--- config.mk ---
export PLATFORM = sky130hd
export DESIGN_NAME = seq_scan_ctrl_flat
export DESIGN_NICKNAME = d
export VERILOG_FILES = /design/src/rtl/seq_scan_pkg.sv /design/src/rtl/seq_scan_if.sv /design/src/rtl/seq_scan_core.sv /design/src/rtl/seq_scan_ctrl.sv /design/src/flat_wrapper.sv
export SDC_FILE = /design/constraint.sdc
export NUM_CORES = 1
export LEC_CHECK = 0
export BUFFER_PORTS_ARGS = -buffer_cell sky130_fd_sc_hd__buf_2
export CAP_MARGIN = 20
export CORE_UTILIZATION = 40
export CTS_BUF_LIST = sky130_fd_sc_hd__clkbuf_16
export DETAILED_ROUTE_END_ITERATION = 10
export GPL_TIMING_DRIVEN = 0
export HOLD_SLACK_MARGIN = 0.1
export SYNTH_ARGS = -nofsm -noshare
export SYNTH_HDL_FRONTEND = slang
export SYNTH_SLANG_ARGS = --single-unit
--- constraint.sdc ---
create_clock -name clk -period 2.3 [get_ports clk]
set_input_delay 0 -clock clk [delete_from_list [all_inputs] [get_ports clk]]
set_output_delay 0 -clock clk [all_outputs]
set_load 0.01 [all_outputs]
--- src/rtl/seq_scan_pkg.sv ---
// Shared types and default parameters for the serial pattern-scan controller.
package seq_scan_pkg;

  typedef enum logic [1:0] {
    IDLE   = 2'd0,
    SHIFT  = 2'd1,
    DRAIN  = 2'd2,
    REPORT = 2'd3
  } scan_state_e;

  localparam int         DEF_DATA_W  = 8;
  localparam int         DEF_PAT_W   = 4;
  localparam logic [3:0] DEF_PATTERN = 4'b1011;

endpackage

--- src/rtl/seq_scan_if.sv ---
// Word-in / result-out handshake bundle for seq_scan_ctrl.
interface seq_scan_if #(
  parameter int DATA_W = 8,
  parameter int CNT_W  = $clog2(DATA_W + 1)
);
  logic              in_valid;
  logic              in_ready;
  logic [DATA_W-1:0] in_data;
  logic              out_valid;
  logic              out_ready;
  logic [CNT_W-1:0]  match_cnt;
  logic              found;
  logic [CNT_W-1:0]  first_pos;

  modport master (
    output in_valid, in_data, out_ready,
    input  in_ready, out_valid, match_cnt, found, first_pos
  );

  modport slave (
    input  in_valid, in_data, out_ready,
    output in_ready, out_valid, match_cnt, found, first_pos
  );
endinterface

--- src/rtl/seq_scan_core.sv ---
// Serial pattern matcher: PAT_W-bit shift history plus fill counter; match is a
// Moore output decoded from registers only.
module seq_scan_core #(
  parameter int               PAT_W   = 4,
  parameter logic [PAT_W-1:0] PATTERN = 4'b1011
) (
  input  logic clk,
  input  logic reset,
  input  logic clr,
  input  logic shift_en,
  input  logic bit_in,
  output logic match
);
  localparam int FILL_W = $clog2(PAT_W + 1);

  logic [PAT_W-1:0]  hist_r;
  logic [FILL_W-1:0] fill_r;
  logic [PAT_W:0]    hist_ext_s;

  assign hist_ext_s = {hist_r, bit_in};

  // History shift register and saturating fill count; clr wins over shift.
  always_ff @(posedge clk or posedge reset) begin
    if (reset) begin
      hist_r <= '0;
      fill_r <= '0;
    end else if (clr) begin
      hist_r <= '0;
      fill_r <= '0;
    end else if (shift_en) begin
      hist_r <= hist_ext_s[PAT_W-1:0];
      if (fill_r != FILL_W'(PAT_W)) begin
        fill_r <= fill_r + FILL_W'(1);
      end
    end
  end

  // Fill qualification keeps the zeroed history from matching leading-zero patterns.
  assign match = (fill_r == FILL_W'(PAT_W)) && (hist_r == PATTERN);

endmodule

--- src/rtl/seq_scan_ctrl.sv ---
// Word-serialising controller around seq_scan_core. Define SEQ_SCAN_CARRY_EN to
// keep core history across words so boundary-straddling matches are counted.
module seq_scan_ctrl
  import seq_scan_pkg::*;
#(
  parameter int               DATA_W  = DEF_DATA_W,
  parameter int               PAT_W   = DEF_PAT_W,
  parameter logic [PAT_W-1:0] PATTERN = DEF_PATTERN,
  parameter int               CNT_W   = $clog2(DATA_W + 1)
) (
  input  logic         clk,
  input  logic         reset,
  seq_scan_if.slave    bus
);
  scan_state_e       state_r, state_nxt_s;
  logic [DATA_W-1:0] word_r;
  logic [CNT_W-1:0]  idx_r;
  logic [CNT_W-1:0]  count_r;
  logic [CNT_W-1:0]  first_pos_r;
  logic              found_r;
  logic              in_ready_r;
  logic              out_valid_r;

  logic              accept_s;
  logic              shift_en_s;
  logic              count_en_s;
  logic              clr_s;
  logic              core_match_s;
  logic [CNT_W-1:0]  pos_s;

  // Next-state and per-cycle strobes.
  always_comb begin
    state_nxt_s = state_r;
    accept_s    = 1'b0;
    shift_en_s  = 1'b0;
    count_en_s  = 1'b0;
    case (state_r)
      IDLE: begin
        if (bus.in_valid && in_ready_r) begin
          accept_s    = 1'b1;
          state_nxt_s = SHIFT;
        end else begin
          state_nxt_s = IDLE;
        end
      end
      SHIFT: begin
        shift_en_s = 1'b1;
        // idx 0 sees the core state from before this word's first bit.
        count_en_s = (idx_r != CNT_W'(0));
        if (idx_r == CNT_W'(DATA_W - 1)) begin
          state_nxt_s = DRAIN;
        end else begin
          state_nxt_s = SHIFT;
        end
      end
      DRAIN: begin
        count_en_s  = 1'b1;
        state_nxt_s = REPORT;
      end
      REPORT: begin
        if (out_valid_r && bus.out_ready) begin
          state_nxt_s = IDLE;
        end else begin
          state_nxt_s = REPORT;
        end
      end
      default: begin
        state_nxt_s = IDLE;
      end
    endcase
  end

`ifdef SEQ_SCAN_CARRY_EN
  assign clr_s = 1'b0;
`else
  assign clr_s = accept_s;
`endif

  // The match being counted belongs to the bit shifted one edge earlier.
  assign pos_s = idx_r - CNT_W'(1);

  // State register and registered handshake flags.
  always_ff @(posedge clk or posedge reset) begin
    if (reset) begin
      state_r     <= IDLE;
      in_ready_r  <= 1'b1;
      out_valid_r <= 1'b0;
    end else begin
      state_r     <= state_nxt_s;
      in_ready_r  <= (state_nxt_s == IDLE);
      out_valid_r <= (state_nxt_s == REPORT);
    end
  end

  // Word register, bit index, match count and first-hit position.
  always_ff @(posedge clk or posedge reset) begin
    if (reset) begin
      word_r      <= '0;
      idx_r       <= '0;
      count_r     <= '0;
      first_pos_r <= '0;
      found_r     <= 1'b0;
    end else if (accept_s) begin
      word_r      <= bus.in_data;
      idx_r       <= '0;
      count_r     <= '0;
      first_pos_r <= '0;
      found_r     <= 1'b0;
    end else begin
      if (shift_en_s) begin
        word_r <= word_r << 1;
        idx_r  <= idx_r + CNT_W'(1);
      end
      if (count_en_s && core_match_s) begin
        count_r <= count_r + CNT_W'(1);
        found_r <= 1'b1;
        if (!found_r) begin
          first_pos_r <= pos_s;
        end
      end
    end
  end

  seq_scan_core #(
    .PAT_W   (PAT_W),
    .PATTERN (PATTERN)
  ) u_core (
    .clk      (clk),
    .reset    (reset),
    .clr      (clr_s),
    .shift_en (shift_en_s),
    .bit_in   (word_r[DATA_W-1]),
    .match    (core_match_s)
  );

  assign bus.in_ready  = in_ready_r;
  assign bus.out_valid = out_valid_r;
  assign bus.match_cnt = count_r;
  assign bus.found     = found_r;
  assign bus.first_pos = first_pos_r;

endmodule

--- src/flat_wrapper.sv ---
// flat-port wrapper written by rule: the top's interface ports become plain ports
module seq_scan_ctrl_flat import seq_scan_pkg::*;
#(
  parameter int               DATA_W  = DEF_DATA_W,
  parameter int               PAT_W   = DEF_PAT_W,
  parameter logic [PAT_W-1:0] PATTERN = DEF_PATTERN,
  parameter int               CNT_W   = $clog2(DATA_W + 1)
)
  (clk, reset, bus_in_valid, bus_in_data, bus_out_ready, bus_in_ready, bus_out_valid, bus_match_cnt, bus_found, bus_first_pos);
  seq_scan_if #(.DATA_W(DATA_W), .CNT_W(CNT_W)) bus_i ();
  input  logic clk;
  input  logic reset;
  input wire logic [$bits(bus_i.in_valid)-1:0] bus_in_valid;
  input wire logic [$bits(bus_i.in_data)-1:0] bus_in_data;
  input wire logic [$bits(bus_i.out_ready)-1:0] bus_out_ready;
  output wire logic [$bits(bus_i.in_ready)-1:0] bus_in_ready;
  output wire logic [$bits(bus_i.out_valid)-1:0] bus_out_valid;
  output wire logic [$bits(bus_i.match_cnt)-1:0] bus_match_cnt;
  output wire logic [$bits(bus_i.found)-1:0] bus_found;
  output wire logic [$bits(bus_i.first_pos)-1:0] bus_first_pos;
  assign bus_i.in_valid = bus_in_valid;
  assign bus_i.in_data = bus_in_data;
  assign bus_i.out_ready = bus_out_ready;
  assign bus_in_ready = bus_i.in_ready;
  assign bus_out_valid = bus_i.out_valid;
  assign bus_match_cnt = bus_i.match_cnt;
  assign bus_found = bus_i.found;
  assign bus_first_pos = bus_i.first_pos;
  seq_scan_ctrl #(.DATA_W(DATA_W), .PAT_W(PAT_W), .PATTERN(PATTERN), .CNT_W(CNT_W)) u_core (.clk(clk), .reset(reset), .bus(bus_i));
endmodule
# == Word-level counts from Yosys, hierarchy flattened ==
# Cells that the tools add are included.
# word_totals
inputBits,12
reg_bits,32
output_inout_bits,11
# op_classes
mux,24
n_addsub,4
reduce_logical,12
n_eq_ne,9
# ops
op,n
4-bit two-way mux,9
8-bit two-way mux,2
3-bit two-way mux,3
4-bit by 1-bit adder with 4-bit output (second input constant),2
2-bit one-hot mux with 4 select lines,1
2-bit equality test (second input constant),3
1-bit two-way mux,6
2-bit nonzero test,3
4-bit by 3-bit equality test with 1-bit output (second input constant),1
4-bit equality test (second input constant),1
1-bit logical AND,4
2-bit zero test,2
2-bit two-way mux,2
2-bit AND reduction,2
4-bit nonzero test,1
4-bit by 1-bit subtractor with 4-bit output (second input constant),1
3-bit by 1-bit adder with 3-bit output (second input constant),1
3-bit equality test (second input constant),1
3-bit inequality test (second input constant),1
2-bit by 1-bit equality test with 1-bit output (second input constant),1
2-bit inequality test (second input constant),1
1-bit one-hot mux with 2 select lines,1

# == Depth between registers and ports, before layout ==
# Gate-level depths: netlist of the first run.
# depth
word_depth,5
mapped_depth,7

# == Modules after synthesis ==
# From an unflattened synthesis of the first run, not the netlist that was laid out.
# unflattened
hier_cells,159
hier_area_um2,1677.9
# modules_own_cells
module,cells_each,instances,area_per_inst_um2,seq_area_each_um2
seq_scan_ctrl,124,1,1288.7,626.9
seq_scan_core,35,1,389.1,175.2

# == Worst setup path after synthesis of the first run ==
# Ideal clock, no wire load.
# synth_path
kind,reg2reg
from,register u_core.idx_r[0]
to,"register u_core.first_pos_r[1], in the netlist u_core.bus.first_pos[1]"
slack_ps,251
t_required_ps,2222
setup_time_ps,78
n_path_buf,1
arrival_ps,1971
path_stages_with_launch,8
cell_sequence,dfrtp_1 > inv_1 > ha_1 > nor4b_1 > or4b_4 > buf_6 > or4_1 > a21oi_1
# synth_between
elab_chain_cells,5
# synth_rtl
item,line_no,source
"start, declared",seq_scan_ctrl.sv:17,logic [CNT_W-1:0] idx_r;
"start signal, assigned",seq_scan_ctrl.sv:112,idx_r <= idx_r + CNT_W'(1);
"parallel branches: the longest is 5 deep, another holds 4-bit by 1-bit subtractor with 4-bit output",-,
"end signal, assigned",seq_scan_ctrl.sv:118,first_pos_r <= pos_s;
"end, declared",seq_scan_ctrl.sv:19,logic [CNT_W-1:0] first_pos_r;
# Parallel ways; which one is timed is not known. The select of a mux whose other input is x is not followed.
# A chain may end at the register's enable or synchronous reset.

# == Worst setup path after layout of the first run ==
# Same ends and word-level chain as after synthesis.

==> metrics.yaml, run 1 <==
max-slew-margin-rel_pct: 43.5
fin_ws_ns: 0.187
ant_nets: 0
fin_util_pct: 54.4
min_path_type: "in -> reg"
synthCells: 160
synth-edff-count: 0
syn_area_um2: 1610
yosysTopAreaCellShare_pct: 48.1
clk_pin_slew_ns: 0.05
arrival_ns: 2.31
yosysWarnings: 0
final_cell_area_um2: 2050
start_util_pct: 42.8
synth_nets: 181
tightestPinTransition_ns: 0.836
yosysTopAreaCell: "dfrtp_1"
drt-total-wl_mm: 3.31
drc: 0
pwr_density_cell_nw_per_um2: 1060
post_route_cells_drive_above_1_share_pct: 17.9
cts_buffer_depth: 2
dp_slack_ns: 0.117
cts_max_level: 2
layout.nets: 222
clkSinkCount: 32
end_kind: "flip-flop"
cp-start-kind: "flip-flop"
place_hpwl_mm: 2.42
max_cap_violations: 0
wl_met3_um: 134
fmax_ghz: 0.473
first_global_vias: 1320
syn_area_per_cell_um2: 10.1
setup_tns_ns: 0
vias: 1306
clockRootBuffer: "clkbuf_16"
synth_cell_type_count: 33
p_total_mw: 2.17
met2_length_mm: 1.70
ir_worst_vdd_mv: 0.512
slew_viol_final: 0
ys_ff_latch: 32
routedWlPerCell_um: 13.3
rsz0062_at_grt: "no"
n_antenna_cell: 0
pin_count: 23
yosysSeqAreaShare_pct: 49.7
cts_buffers: 5
fillers: 339
grt_max_degree: 24
grt_pass1_wl_mm: 5.71
port_buffers: 22
setup_viol: 0
synthTopCellsByCount: "dfrtp_1, nor2_1, nand2_1"
rows: 22
crit_type: "reg -> reg"
period_needed_ns: 2.11
clock_latency_ns: 0.27
synth.most_common_cell: "dfrtp_1"
cts_tree: "done"
die_w_um: 65.5
crit_fanout: 10
fin_skew_ns: 0.00401
hold_viol: 0
first_iter_violations: 37
finalCritPeriodShare_pct: 91.9
fin_cells: 249
required_ns: 2.49
gp_congestion: 0.748
async_reset_ff_share_pct: 100
post_dp_cell_area_um2: 1810
power_leakage_nw: 0.983
m1WireLength_mm: 1.42
dp.cells: 231
core_um2: 3770
drt_first_pass_iters: 4
die_h_um: 65.5
synthToLayoutAreaGrowth_pct: 27.2
grt_usage_pct: 17.9
fin_hold_ws_ns: 0.106
grt_antenna_before_repair: 0
run_status: "complete, no violations"
viasPerCell: 5.24
overflow: 0
synthFlopType: "dfrtp_1"
die-area_um2: 4290
top_layer: "met4"
synth.area.top_cells: "dfrtp_1, mux2i_1, ha_1"
==> repair_timing <==
item,CTS,global route
buffers inserted,0,1
hold buffers,10,0
resized for setup,0,0
setup endpoints to repair,0,1
endpoints found under the hold margin,40,0
==> final cells by class <==
type / count / area (um^2) / area share, %
Multi-Input combinational cell: 110 / 732 / 35.6
Clock inverter: 2 / 8.76 / 0.427
Buffer: 9 / 46.3 / 2.25
Inverter: 9 / 33.8 / 1.65
Timing Repair Buffer: 34 / 245 / 11.9
Sequential cell: 32 / 802 / 39.1
Tap cell: 48 / 60.1 / 2.93
Clock buffer: 5 / 125 / 6.09
==> registers in the layout (all words and copies together) (netlist names) <==
register              cells
u_core.word_r             8
u_core.bus.found          1
u_core.u_core.hist_r      4
u_core.state_r            2
u_core.idx_r              4
u_core.bus.out_valid      1
u_core.bus.in_ready       1
u_core.bus.first_pos      4
u_core.bus.match_cnt      4
u_core.u_core.fill_r      3
==> report_power, final <==
part	total, mW	internal (mW)	switching, mW
Combinational	0.744	0.325	0.419
Clock	0.597	0.387	0.210
Sequential	0.833	0.728	0.105
==> cells in the final DEF (no fill, tap or decap), types with 6 or more instances in the layout <==
cell / instances
dfrtp_1: 31
buf_2: 23
nor2_1: 15
nand2_1: 14
mux2i_1: 13
o21ai_0: 11
inv_1: 10
dlygate4sd3_1: 10
a21oi_1: 9
ha_1: 9
clkbuf_1: 6
==> per-layer routing <==
metal | track usage (%) | vias to the layer above
met4 | 7.34 | 0
met1 | 19.2 | 639
met2 | 32.5 | 25
met3 | 5.38 | 5
met5 | 0 | -
li1 | - | 637
==> worst max-delay path, cell delays in order (launching register included) <==
cell and delay (ns):
dfrtp_1 0.37, inv_1 0.08, ha_1 0.21, nor4b_1 0.16, or4b_4 0.53, buf_6 0.16
or4_1 0.39, a21oi_1 0.13
==> final timing paths <==
| path | end | start | slack, ns | depth (start not counted) |
|---|---|---|---|---|
| min in group asynchronous | u_core.word_r[0]$_DFFE_PP0P_ | reset | 0.28 | 3 |
| hold reg to reg | u_core.u_core.hist_r[0]$_DFFE_PP0P_ | u_core.word_r[7]$_DFFE_PP0P_ | 0.52 | 2 |
| max in group asynchronous | u_core.bus.in_ready$_DFF_PP1_ | reset | 1.48 | 4 |
| setup reg to reg | u_core.bus.first_pos[1]$_DFFE_PP0P_ | u_core.idx_r[0]$_DFFE_PP0P_ | 0.19 | 7 |
| hold / removal | u_core.bus.out_valid$_DFF_PP0_ | bus_out_ready | 0.11 | 4 |
| setup / recovery | u_core.bus.first_pos[1]$_DFFE_PP0P_ | u_core.idx_r[0]$_DFFE_PP0P_ | 0.19 | 7 |
==> kinds of logic after synthesis <==
| logic type | after synthesis | synth area share [%] |
|---|---|---|
| AOI/OAI and AO/OA | 29 | 10.2 |
| and+or+nand+nor | 53 | 16.8 |
| adders and majority gates | 9 | 6.98 |
| muxes | 13 | 8.06 |
| buffers and inverters | 18 | 4.96 |
| xor gates and xnor gates | 6 | 3.26 |
| DFF | 32 | 49.7 |
No activity file was read; power rests on OpenSTA's default activity.
==> run 2: changes to the inputs <==
--- a/config.mk
+++ b/config.mk
@@ -14,4 +14,5 @@
 export HOLD_SLACK_MARGIN = 0.1
 export SYNTH_ARGS = -nofsm -noshare
 export SYNTH_HDL_FRONTEND = slang
+export SYNTH_HIERARCHICAL = 1
 export SYNTH_SLANG_ARGS = --single-unit
==> run 2 against run 1 <==
Synthesized cell count down 0.63%. Critical path depth up 1. Maximum frequency up 3.1%. Global-route usage down 0.70 points. Critical endpoint is now u_core/u_core/fill_r[0]$_DFFE_PP0P_.
==> metrics.yaml, run 2 <==
run_status: "complete, no violations"
power_leakage_nw: 1.02
cts_buffer_depth: 2
rsz0062_at_grt: "no"
clk_pin_slew_ns: 0.05
crit_type: "reg -> reg"
core_um2: 4000
r2r-start: "u_core/state_r[0]$_DFF_PP0_"
die_h_um: 66.8
drc: 0
async_reset_ff_share_pct: 100
slew_viol_final: 0
die-area_um2: 4460
syn_area_um2: 1680
rows: 23
min_path_type: "in -> reg"
grt_antenna_before_repair: 0
synth.area.top_cells: "dfrtp_1, mux2i_1, ha_1"
layout.nets: 219
die_w_um: 66.8
synthCells: 159
largest_reg_flops: 8
switchingPower_mw: 0.801
end_kind: "flip-flop"
fmax_ghz: 0.488
arrival_ns: 2.20
vias: 1257
post_dp_cell_area_um2: 1850
pin_count: 23
synth.most_common_cell: "dfrtp_1"
final_cell_area_um2: 2130
synth_cell_type_count: 37
crit_fanout: 11
ys_ff_latch: 32
top_register: "u_core/word_r"
grt_max_degree: 26
yosysTopAreaCell: "dfrtp_1"
setup_tns_ns: 0
syn_area_per_cell_um2: 10.6
yosysWarnings: 6
drt-total-wl_mm: 3.22
hold_start: "bus_out_ready"
ant_nets: 0
yosysTopAreaCellShare_pct: 46.2
gp_congestion: 0.756
grt_usage_pct: 17.2
synth_nets: 180
first_iter_violations: 36
port_buffers: 22
clockRootBuffer: "clkbuf_16"
post_route_cells_drive_above_1_share_pct: 21.1
first_global_vias: 1239
yosysSeqAreaShare_pct: 47.8
clockPowerShare_pct: 29.8
period_needed_ns: 2.05
finalCritPeriodShare_pct: 89.1
synthFlopType: "dfrtp_1"
viasPerCell: 5.05
fin_skew_ns: 0.00333
setup_viol: 0
worstSetupStartpoint: "u_core/state_r[0]$_DFF_PP0_"
overflow: 0
synthTopCellsByCount: "dfrtp_1, mux2i_1, nand2_1, nor2_1"
max-slew-margin-rel_pct: 65.5
n_antenna_cell: 0
hold_viol: 0
grt_pass1_wl_mm: 5.68
clkSinkCount: 32
swShare_pct: 33.0
final_common_cell: "dfrtp_1"
p_seq_share_pct: 34.9
final_cell_mix: "dfrtp_1, buf_2, mux2i_1"
synthToLayoutAreaGrowth_pct: 26.8
cts_max_level: 2
cts_tree: "done"
drt_first_pass_iters: 4
cp-start-kind: "flip-flop"
start_util_pct: 41.9
clock_latency_ns: 0.27
cts_buffers: 5
power.internal_mw: 1.63
fillers: 356
place_hpwl_mm: 2.29
pwr_density_cell_nw_per_um2: 1140
tightestPinTransition_ns: 0.514
routedWlPerCell_um: 12.9
max_cap_violations: 0
required_ns: 2.45
combinationalPowerShare_pct: 35.2
ir_worst_vdd_mv: 0.554
synth-edff-count: 0
run 2: cell types whose count changed after synthesis, sizes merged, moves of 3 or more:
cell,previous run,this run
clkbuf,6,3
nor2,15,12
buf,3,6
a211oi,0,5
run 2: cell type report:
| cell class | instances | area, um^2 | share of cell area (%) |
|---|---|---|---|
| Buffer | 8 | 50.0 | 2.35 |
| Clock buffer | 5 | 125 | 5.88 |
| Clock inverter | 3 | 37.5 | 1.76 |
| Inverter | 11 | 41.3 | 1.94 |
| Multi-Input combinational cell | 107 | 783 | 36.8 |
| Sequential cell | 32 | 802 | 37.7 |
| Tap cell | 50 | 62.6 | 2.94 |
| Timing Repair Buffer | 33 | 225 | 10.6 |
run 2: worst paths after layout:
| kind | to | slack (ns) | cells past startpoint |
|---|---|---|---|
| min in group asynchronous | u_core/u_core/fill_r[0]$_DFFE_PP0P_ | 0.22 | 3 |
| max | u_core/u_core/fill_r[0]$_DFFE_PP0P_ | 0.25 | 8 |
| min | u_core/bus.out_valid$_DFF_PP0_ | 0.17 | 4 |
| max in group asynchronous | u_core/bus.in_ready$_DFF_PP1_ | 1.45 | 4 |
| min reg2reg | u_core/word_r[0]$_DFFE_PP0P_ | 0.53 | 2 |
| max reg2reg | u_core/u_core/fill_r[0]$_DFFE_PP0P_ | 0.25 | 8 |
run 2: cells by family after synthesis:
kind of cell	after synthesis	share of synthesized area [%]
fa+ha+maj	9	6.71
compound gates	34	13.9
xor+xnor	5	2.61
mux	14	8.65
flops	32	47.8
buf+inv	20	5.52
simple gates	45	14.8
run 2: through the flow:
step | utilization, % | setup WS (ns) | hold WS [ns] | power (mW) | std cells
after detailed placement | 46.3 | -0.0527 | -0.0433 | 1.69 | 231
after global routing | 53.2 | 0.0700 | 0.248 | 2.59 | 249
final | 53.2 | 0.250 | 0.172 | 2.43 | 249
after floorplan | - | 0.299 | -0.197 | 1.51 | 159
after global placement | 46.3 | -0.0109 | -0.0559 | 1.65 | 231
after CTS | 52.9 | 0.00142 | 0.166 | 2.44 | 249
run 2: metal layers:
layer	vias to the layer above	wire (um)	GRT usage (%)
met3	6	92	3.60
met1	597	1530	21.9
li1	636	-	-
met5	-	0	0
met4	0	57	7.18
met2	18	1540	28.2
run 2: power by group through the flow:
| stage | clock network (mW) | registers, mW | logic [mW] |
|---|---|---|---|
| 2_1_floorplan | 0 | 0.827 | 0.681 |
| 3_3_place_gp | 0 | 0.840 | 0.811 |
| 3_5_place_dp | 0 | 0.854 | 0.837 |
| 4_1_cts | 0.737 | 0.846 | 0.861 |
| 5_1_grt | 0.764 | 0.873 | 0.953 |
| 6_report | 0.724 | 0.847 | 0.855 |
run 2: worst max-delay path, cell delays in order (launching register included):
cell and delay, ns:
dfrtp_1 0.42, inv_1 0.10, ha_1 0.23, nand3_1 0.17, inv_2 0.18, buf_4 0.21
buf_4 0.17, and2b_1 0.18, mux2_4 0.26
run 2: repair_timing:
action                                  in CTS  in global routing
pin swaps                                    0                  0
hold buffers                                10                  0
resized for setup                            1                  1
hold endpoints to repair                    40                  0
endpoints found under the setup margin       1                  1
setup buffers                                0                  0
